===== src/rtl/dram_cmd_issuer_pkg.sv =====
// Shared types, default DDR4 timings and address-field positions for the command issuer.
// Timings are expressed in DRAM cycles; one DRAM cycle spans two CPU_clk cycles.
package dram_cmd_issuer_pkg;

  typedef enum logic [1:0] {
    DATA_READ         = 2'd0,
    DATA_WRITE        = 2'd1,
    INSTRUCTION_FETCH = 2'd2
  } parsed_op_t;

  typedef enum logic [2:0] {
    CMD_NOP = 3'd0,
    CMD_ACT = 3'd1,
    CMD_RD  = 3'd2,
    CMD_WR  = 3'd3,
    CMD_PRE = 3'd4
  } dram_cmd_t;

  typedef enum logic [2:0] {
    ST_IDLE     = 3'd0,
    ST_ACT      = 3'd1,
    ST_WAIT_RCD = 3'd2,
    ST_COL      = 3'd3,
    ST_WAIT_PRE = 3'd4,
    ST_PRE      = 3'd5,
    ST_WAIT_RP  = 3'd6
  } issuer_state_t;

  localparam int DEF_T_RCD   = 24;
  localparam int DEF_T_RAS   = 52;
  localparam int DEF_T_RP    = 24;
  localparam int DEF_T_RTP   = 12;
  localparam int DEF_T_CWL   = 20;
  localparam int DEF_T_BURST = 4;
  localparam int DEF_T_WR    = 20;

  localparam int COL_LO_LSB = 3;
  localparam int COL_LO_W   = 3;
  localparam int BG_LSB     = 6;
  localparam int BG_W       = 2;
  localparam int BANK_LSB   = 8;
  localparam int BANK_W     = 2;
  localparam int COL_HI_LSB = 10;
  localparam int COL_HI_W   = 8;
  localparam int ROW_LSB    = 18;
  localparam int ROW_W      = 14;
  localparam int COL_W      = COL_HI_W + COL_LO_W;

  function automatic int max_int(input int a, input int b);
    return (a > b) ? a : b;
  endfunction

endpackage


===== src/rtl/dram_addr_map.sv =====
// Splits a request address into bank group, bank, row and column fields.
// Purely combinational; no latency, no flow control.
module dram_addr_map
  import dram_cmd_issuer_pkg::*;
#(
  parameter int ADDRESS_WIDTH = 32
) (
  input  logic [ADDRESS_WIDTH-1:0] address_in,
  output logic [BG_W-1:0]          bank_group,
  output logic [BANK_W-1:0]        bank,
  output logic [ROW_W-1:0]         row,
  output logic [COL_W-1:0]         column
);

  logic unused_byte_bits;

  assign bank_group = address_in[BG_LSB +: BG_W];
  assign bank       = address_in[BANK_LSB +: BANK_W];
  assign row        = address_in[ROW_LSB +: ROW_W];
  assign column     = {address_in[COL_HI_LSB +: COL_HI_W], address_in[COL_LO_LSB +: COL_LO_W]};

  // Byte offset within the 8-byte beat never reaches the DRAM.
  assign unused_byte_bits = ^address_in[2:0];

endmodule


===== src/rtl/dram_cmd_issuer.sv =====
// Turns the request-queue head into a closed-page ACT / RD|WR / PRE sequence, one command per DRAM cycle.
// Latency: ACT one cycle after req_valid is seen in a phase-0 cycle; the head is held by the queue until req_pop.
module dram_cmd_issuer
  import dram_cmd_issuer_pkg::*;
#(
  parameter int ADDRESS_WIDTH = 32,
  parameter int T_RCD         = DEF_T_RCD,
  parameter int T_RAS         = DEF_T_RAS,
  parameter int T_RP          = DEF_T_RP,
  parameter int T_RTP         = DEF_T_RTP,
  parameter int T_CWL         = DEF_T_CWL,
  parameter int T_BURST       = DEF_T_BURST,
  parameter int T_WR          = DEF_T_WR
) (
  input  logic                     CPU_clk,
  input  logic                     rst_n,
  input  logic                     req_valid,
  input  parsed_op_t               opcode_in,
  input  logic [ADDRESS_WIDTH-1:0] address_in,
  output logic                     req_pop,
  output logic                     cmd_valid,
  output dram_cmd_t                cmd,
  output logic [1:0]               bank_group,
  output logic [1:0]               bank,
  output logic [13:0]              row,
  output logic [10:0]              column,
  output logic                     busy
);

  localparam int WR_TO_PRE = T_CWL + T_BURST + T_WR;
  localparam int MAX_IVL   = max_int(max_int(T_RCD, T_RAS),
                                     max_int(max_int(T_RP, T_RTP), WR_TO_PRE));
  localparam int CNT_W     = $clog2(MAX_IVL) + 1;

  logic [BG_W-1:0]   map_bg;
  logic [BANK_W-1:0] map_bank;
  logic [ROW_W-1:0]  map_row;
  logic [COL_W-1:0]  map_col;

  dram_addr_map #(.ADDRESS_WIDTH(ADDRESS_WIDTH)) u_addr_map (
    .address_in (address_in),
    .bank_group (map_bg),
    .bank       (map_bank),
    .row        (map_row),
    .column     (map_col)
  );

  issuer_state_t     state_q, state_d;
  logic              phase_q, phase_d;
  logic [CNT_W-1:0]  tmr_q, tmr_d;
  logic [CNT_W-1:0]  ras_q, ras_d;
  logic              is_wr_q, is_wr_d;
  logic [BG_W-1:0]   lat_bg_q, lat_bg_d;
  logic [BANK_W-1:0] lat_bank_q, lat_bank_d;
  logic [ROW_W-1:0]  lat_row_q, lat_row_d;
  logic [COL_W-1:0]  lat_col_q, lat_col_d;

  logic              req_pop_q, req_pop_d;
  logic              cmd_valid_q, cmd_valid_d;
  dram_cmd_t         cmd_q, cmd_d;
  logic [BG_W-1:0]   bg_q, bg_d;
  logic [BANK_W-1:0] bank_q, bank_d;
  logic [ROW_W-1:0]  row_q, row_d;
  logic [COL_W-1:0]  col_q, col_d;
  logic              busy_q, busy_d;

  logic              slot;

  always_comb begin
    // Decisions are made in phase 0 so the registered command lands in phase 1.
    slot        = ~phase_q;
    phase_d     = ~phase_q;
    state_d     = state_q;
    tmr_d       = (phase_q && tmr_q != '0) ? tmr_q - CNT_W'(1) : tmr_q;
    ras_d       = (phase_q && ras_q != '0) ? ras_q - CNT_W'(1) : ras_q;
    is_wr_d     = is_wr_q;
    lat_bg_d    = lat_bg_q;
    lat_bank_d  = lat_bank_q;
    lat_row_d   = lat_row_q;
    lat_col_d   = lat_col_q;
    req_pop_d   = 1'b0;
    cmd_d       = CMD_NOP;
    bg_d        = '0;
    bank_d      = '0;
    row_d       = '0;
    col_d       = '0;

    case (state_q)
      ST_IDLE: begin
        if (req_valid && slot) begin
          state_d    = ST_ACT;
          is_wr_d    = (opcode_in == DATA_WRITE);
          lat_bg_d   = map_bg;
          lat_bank_d = map_bank;
          lat_row_d  = map_row;
          lat_col_d  = map_col;
          tmr_d      = CNT_W'(T_RCD);
          ras_d      = CNT_W'(T_RAS);
          cmd_d      = CMD_ACT;
          bg_d       = map_bg;
          bank_d     = map_bank;
          row_d      = map_row;
        end
      end
      ST_ACT: state_d = ST_WAIT_RCD;
      ST_WAIT_RCD: begin
        if (slot && tmr_q == '0) begin
          state_d   = ST_COL;
          cmd_d     = is_wr_q ? CMD_WR : CMD_RD;
          req_pop_d = 1'b1;
          tmr_d     = is_wr_q ? CNT_W'(WR_TO_PRE) : CNT_W'(T_RTP);
          bg_d      = lat_bg_q;
          bank_d    = lat_bank_q;
          row_d     = lat_row_q;
          col_d     = lat_col_q;
        end
      end
      ST_COL: state_d = ST_WAIT_PRE;
      ST_WAIT_PRE: begin
        if (slot && tmr_q == '0 && ras_q == '0) begin
          state_d = ST_PRE;
          cmd_d   = CMD_PRE;
          tmr_d   = CNT_W'(T_RP);
          bg_d    = lat_bg_q;
          bank_d  = lat_bank_q;
          row_d   = lat_row_q;
        end
      end
      ST_PRE: state_d = ST_WAIT_RP;
      ST_WAIT_RP: begin
        if (slot && tmr_q == '0) state_d = ST_IDLE;
      end
      default: state_d = ST_IDLE;
    endcase

    cmd_valid_d = (cmd_d != CMD_NOP);
    busy_d      = (state_d != ST_IDLE);
  end

  always_ff @(posedge CPU_clk) begin
    if (!rst_n) begin
      state_q     <= ST_IDLE;
      phase_q     <= 1'b0;
      tmr_q       <= '0;
      ras_q       <= '0;
      is_wr_q     <= 1'b0;
      lat_bg_q    <= '0;
      lat_bank_q  <= '0;
      lat_row_q   <= '0;
      lat_col_q   <= '0;
      req_pop_q   <= 1'b0;
      cmd_valid_q <= 1'b0;
      cmd_q       <= CMD_NOP;
      bg_q        <= '0;
      bank_q      <= '0;
      row_q       <= '0;
      col_q       <= '0;
      busy_q      <= 1'b0;
    end else begin
      state_q     <= state_d;
      phase_q     <= phase_d;
      tmr_q       <= tmr_d;
      ras_q       <= ras_d;
      is_wr_q     <= is_wr_d;
      lat_bg_q    <= lat_bg_d;
      lat_bank_q  <= lat_bank_d;
      lat_row_q   <= lat_row_d;
      lat_col_q   <= lat_col_d;
      req_pop_q   <= req_pop_d;
      cmd_valid_q <= cmd_valid_d;
      cmd_q       <= cmd_d;
      bg_q        <= bg_d;
      bank_q      <= bank_d;
      row_q       <= row_d;
      col_q       <= col_d;
      busy_q      <= busy_d;
    end
  end

  assign req_pop    = req_pop_q;
  assign cmd_valid  = cmd_valid_q;
  assign cmd        = cmd_q;
  assign bank_group = bg_q;
  assign bank       = bank_q;
  assign row        = row_q;
  assign column     = col_q;
  assign busy       = busy_q;

endmodule


===== config.mk =====
export PLATFORM = sky130hd
export DESIGN_NAME = dram_cmd_issuer
export DESIGN_NICKNAME = d
export VERILOG_FILES = /design/src/rtl/dram_cmd_issuer_pkg.sv /design/src/rtl/dram_addr_map.sv /design/src/rtl/dram_cmd_issuer.sv
export SDC_FILE = /design/constraint.sdc
export NUM_CORES = 1
export LEC_CHECK = 0
export ABC_AREA = 1
export BUFFER_PORTS_ARGS = -buffer_cell sky130_fd_sc_hd__buf_2
export CAP_MARGIN = 20
export CORE_UTILIZATION = 54
export DETAILED_ROUTE_END_ITERATION = 10
export GPL_TIMING_DRIVEN = 0
export HOLD_SLACK_MARGIN = 0.03
export PLACE_DENSITY_LB_ADDON = 0.2
export SLEW_MARGIN = 20
export SYNTH_ARGS = -nofsm -noshare
export SYNTH_HDL_FRONTEND = slang
export SYNTH_HIERARCHICAL = 1
export SYNTH_SLANG_ARGS = --single-unit

===== constraint.sdc =====
create_clock -name CPU_clk -period 2.2 [get_ports CPU_clk]
set_input_delay 0.11 -clock CPU_clk [delete_from_list [all_inputs] [get_ports CPU_clk]]
set_output_delay 0.11 -clock CPU_clk [all_outputs]
set_load 0.02 [all_outputs]

==> out/results.tsv <==
metric	value	unit
Mapped Area	3510	µm²
delay of the slowest critical-path stage	0.32	ns
run status	finished, final reports clean	
Final Skew	0.0151	ns
CP Max Fanout	10	
H-tree levels	3	
# setup viols final	0	
setup TNS	0	ns
post-DP HPWL	4990	µm
CTS tree	built	
Stages on worst setup path	13	
initial antenna violation count	0	
Cells after Synth	459	
Initial Utilization	55.6	%
critical path's slowest cell	dfxtp_1	
crit-path cells	inv_1 > ha_1 > inv_2 > nor2_4 > nand3_2 > nor2_4 > nand3_4 > nand2_8 > buf_12 > nand2_2 > nand2_1 > nand2_1 > inv_1	
top cells by area, synth	dfxtp_1 (47%), nand2_1 (14%), buf_4 (6.4%), inv_1 (6.0%), a21oi_1 (5.1%)	
Final Cycle Share	84.0	%
ANT nets after route	0	
Fin. Hold Viols	0	
cell accounting for the most synthesized area	dfxtp_1	
Critical Path AT	2.13	ns
CTS Buf Count	9	
clk buf depth	2	
vias in the first global route	2444	
number of distinct library cells after synthesis	31	
CP delay by family, top	simple AND/OR/NAND/NOR gates	
largest net degree at the start of global routing	15	
Rows	29	
number of synthesis warnings	6	
Hold Path Class	in -> reg	
n_diodes	0	
drt via density	4.81	
CP Buf/Inv Count	4	
most common cell after layout, fill and taps aside	nand2_1	
fin cells	590	
Die Footprint	6830	µm²
Worst setup SP type	flop	
Max Cap Viol	0	
grt ovf	0	
Final min period	1.85	ns
Mapped Avg Cell Area	7.65	µm²
max-slew violations	0	
Hold Buf Count CTS	0	
Leak	2.08	nW
critical path capture point type	flop	
Total GRT Usage	20.8	%
relative slew slack	62.2	%
RSZ-0062 raised after global routing	no	
worst slew pin tran	0.567	ns
chip width	82.6	µm
wire length of the first global-routing pass	10600	µm
clk_lat worst skew	0.34	ns
layout cells sized above 1	22.4	%
Net Count, Synth	498	
I/O pin cnt	72	
CTS Sinks	83	
CP required	2.48	ns
die height	82.6	µm
via count	2837	
Port Buffer Count	38	
Area Growth Syn to Fin	13.9	%
FMAX	0.541	GHz
synthesized flop and latch total	83	
CTS Root Cell	clkbuf_8	
final WL	6780	µm
Post-CTS Setup Bufs	0	
IR drop worst, VDD	0.000847	V
DRT Pass-1 Iters	6	
quantity of gates resized following cts	0	
Post-route DRC	0	
r2r worst-path depth	13	
hold path cells	3	
Power Density	1050	nW/µm²
Seq/Total Area, Yosys	47.3	%
1st-iter DRT viols	138	
Routed WL per cell	11.5	µm
Final #Nets	547	
core area	6310	µm²
Final Wtd Congestion	0.850	
Reg clk slew, reported paths	0.09	ns
dpl cells	574	
type of the worst setup path	reg -> reg	
share of Yosys cell area claimed by the top area cell type	47.3	%
most frequent cells in the layout	nand2_1 (132), dfxtp_1 (83), inv_1 (56)	
[power breakdown]
| group | switching, mW | leakage (nW) | internal (mW) |
|---|---|---|---|
| combinational | 0.796 | 1.31 | 0.481 |
| clock | 0.536 | 0.0999 | 0.560 |
| sequential | 0.122 | 0.678 | 1.70 |
| total | 1.45 | 2.08 | 2.74 |
[worst reg2reg max path, delay by kind of cell, from the launching register on]
kind	cells	cell delay, ns
buffers and inverters	4	0.40
AND/OR/NAND/NOR	8	0.82
flip-flops	1	0.32
adder cells (fa/ha/maj)	1	0.23
[final cells by class]
class | count | area, µm²
plain buffers | 44 | 354
clock buffers | 11 | 141
clock inverters | 5 | 60.1
fillers | 560 | 2310
inverters | 61 | 229
multi-input cells | 271 | 1270
flip-flops and latches | 83 | 1660
well taps | 77 | 96.3
repair buffers | 38 | 190
[kinds of logic (layout without fill, tap and decap cells)]
| family | Yosys count | count (layout) | synth area share [%] |
|---|---|---|---|
| AOI/OAI and AO/OA | 59 | 59 | 8.80 |
| xor gates and xnor gates | 3 | 3 | 0.749 |
| adders and majority gates | 2 | 2 | 0.713 |
| buffers and inverters | 105 | 159 | 16.6 |
| DFF | 83 | 83 | 47.3 |
| and+or+nand+nor | 207 | 207 | 25.8 |
[stage by stage]
stage | setup WS [ns] | hold slack, ns | utilization (%) | power [mW] | area, µm²
after detailed placement | 0.404 | 0.393 | 60.1 | 3.14 | 3800
after CTS | 0.340 | 0.0370 | 63.3 | 4.22 | 4000
after global placement | 0.444 | 0.387 | 60.1 | 3.09 | 3800
after floorplan | 0.638 | 0.272 | - | 2.86 | 3510
after global routing | 0.221 | 0.0392 | 63.3 | 4.47 | 4000
final | 0.352 | 0.0413 | 63.3 | 4.20 | 4000
[sequential cells by signal (all words and copies together) (netlist names)]
| signal | cells |
|---|---|
| bank | 2 |
| bank_group | 2 |
| busy | 1 |
| cmd | 3 |
| cmd_valid | 1 |
| column | 11 |
| is_wr_q | 1 |
| lat_bank_q | 2 |
| lat_bg_q | 2 |
| lat_col_q | 11 |
| lat_row_q | 14 |
| phase_q | 1 |
| ras_q | 7 |
| req_pop | 1 |
| row | 14 |
| state_q | 3 |
| tmr_q | 7 |
[layer usage]
| layer | GRT usage [%] | wire length [µm] | up-vias |
|---|---|---|---|
| met2 | 36.0 | 3230 | 58 |
| met5 | 0 | 0 | - |
| li1 | - | - | 1485 |
| met4 | 8.28 | 95 | 0 |
| met3 | 4.18 | 297 | 9 |
| met1 | 25.3 | 3160 | 1285 |
[path summary, 6_finish.rpt]
check	slack, ns	from	endpoint
worst max-delay path	0.35	tmr_q[0]	bank_group[1]
worst min-delay path	0.04	opcode_in[1]	is_wr_q
worst max register to register	0.35	tmr_q[0]	bank_group[1]
worst min register to register	0.44	lat_col_q[1]	column[1]
[cells in the mapped netlist]
| master | count |
|---|---|
| a211oi_1 | 3 |
| a21oi_1 | 36 |
| buf_1 | 1 |
| buf_12 | 1 |
| buf_2 | 2 |
| buf_4 | 30 |
| buf_6 | 5 |
| clkbuf_1 | 3 |
| clkbuf_8 | 2 |
| clkinv_1 | 1 |
| dfxtp_1 | 83 |
| ha_1 | 2 |
| inv_1 | 56 |
| inv_2 | 4 |
| nand2_1 | 132 |
| nand2_2 | 6 |
| nand2_4 | 1 |
| nand2_8 | 1 |
| nand3_1 | 10 |
| nand3_2 | 1 |
| nand3_4 | 1 |
| nand3b_1 | 2 |
| nand4_1 | 6 |
| nor2_1 | 39 |
| nor2_2 | 5 |
| nor2_4 | 3 |
| o211ai_1 | 1 |
| o21ai_0 | 18 |
| o311ai_0 | 1 |
| xnor2_1 | 2 |
| xor2_1 | 1 |
No activity file was read; power rests on OpenSTA's default activity.
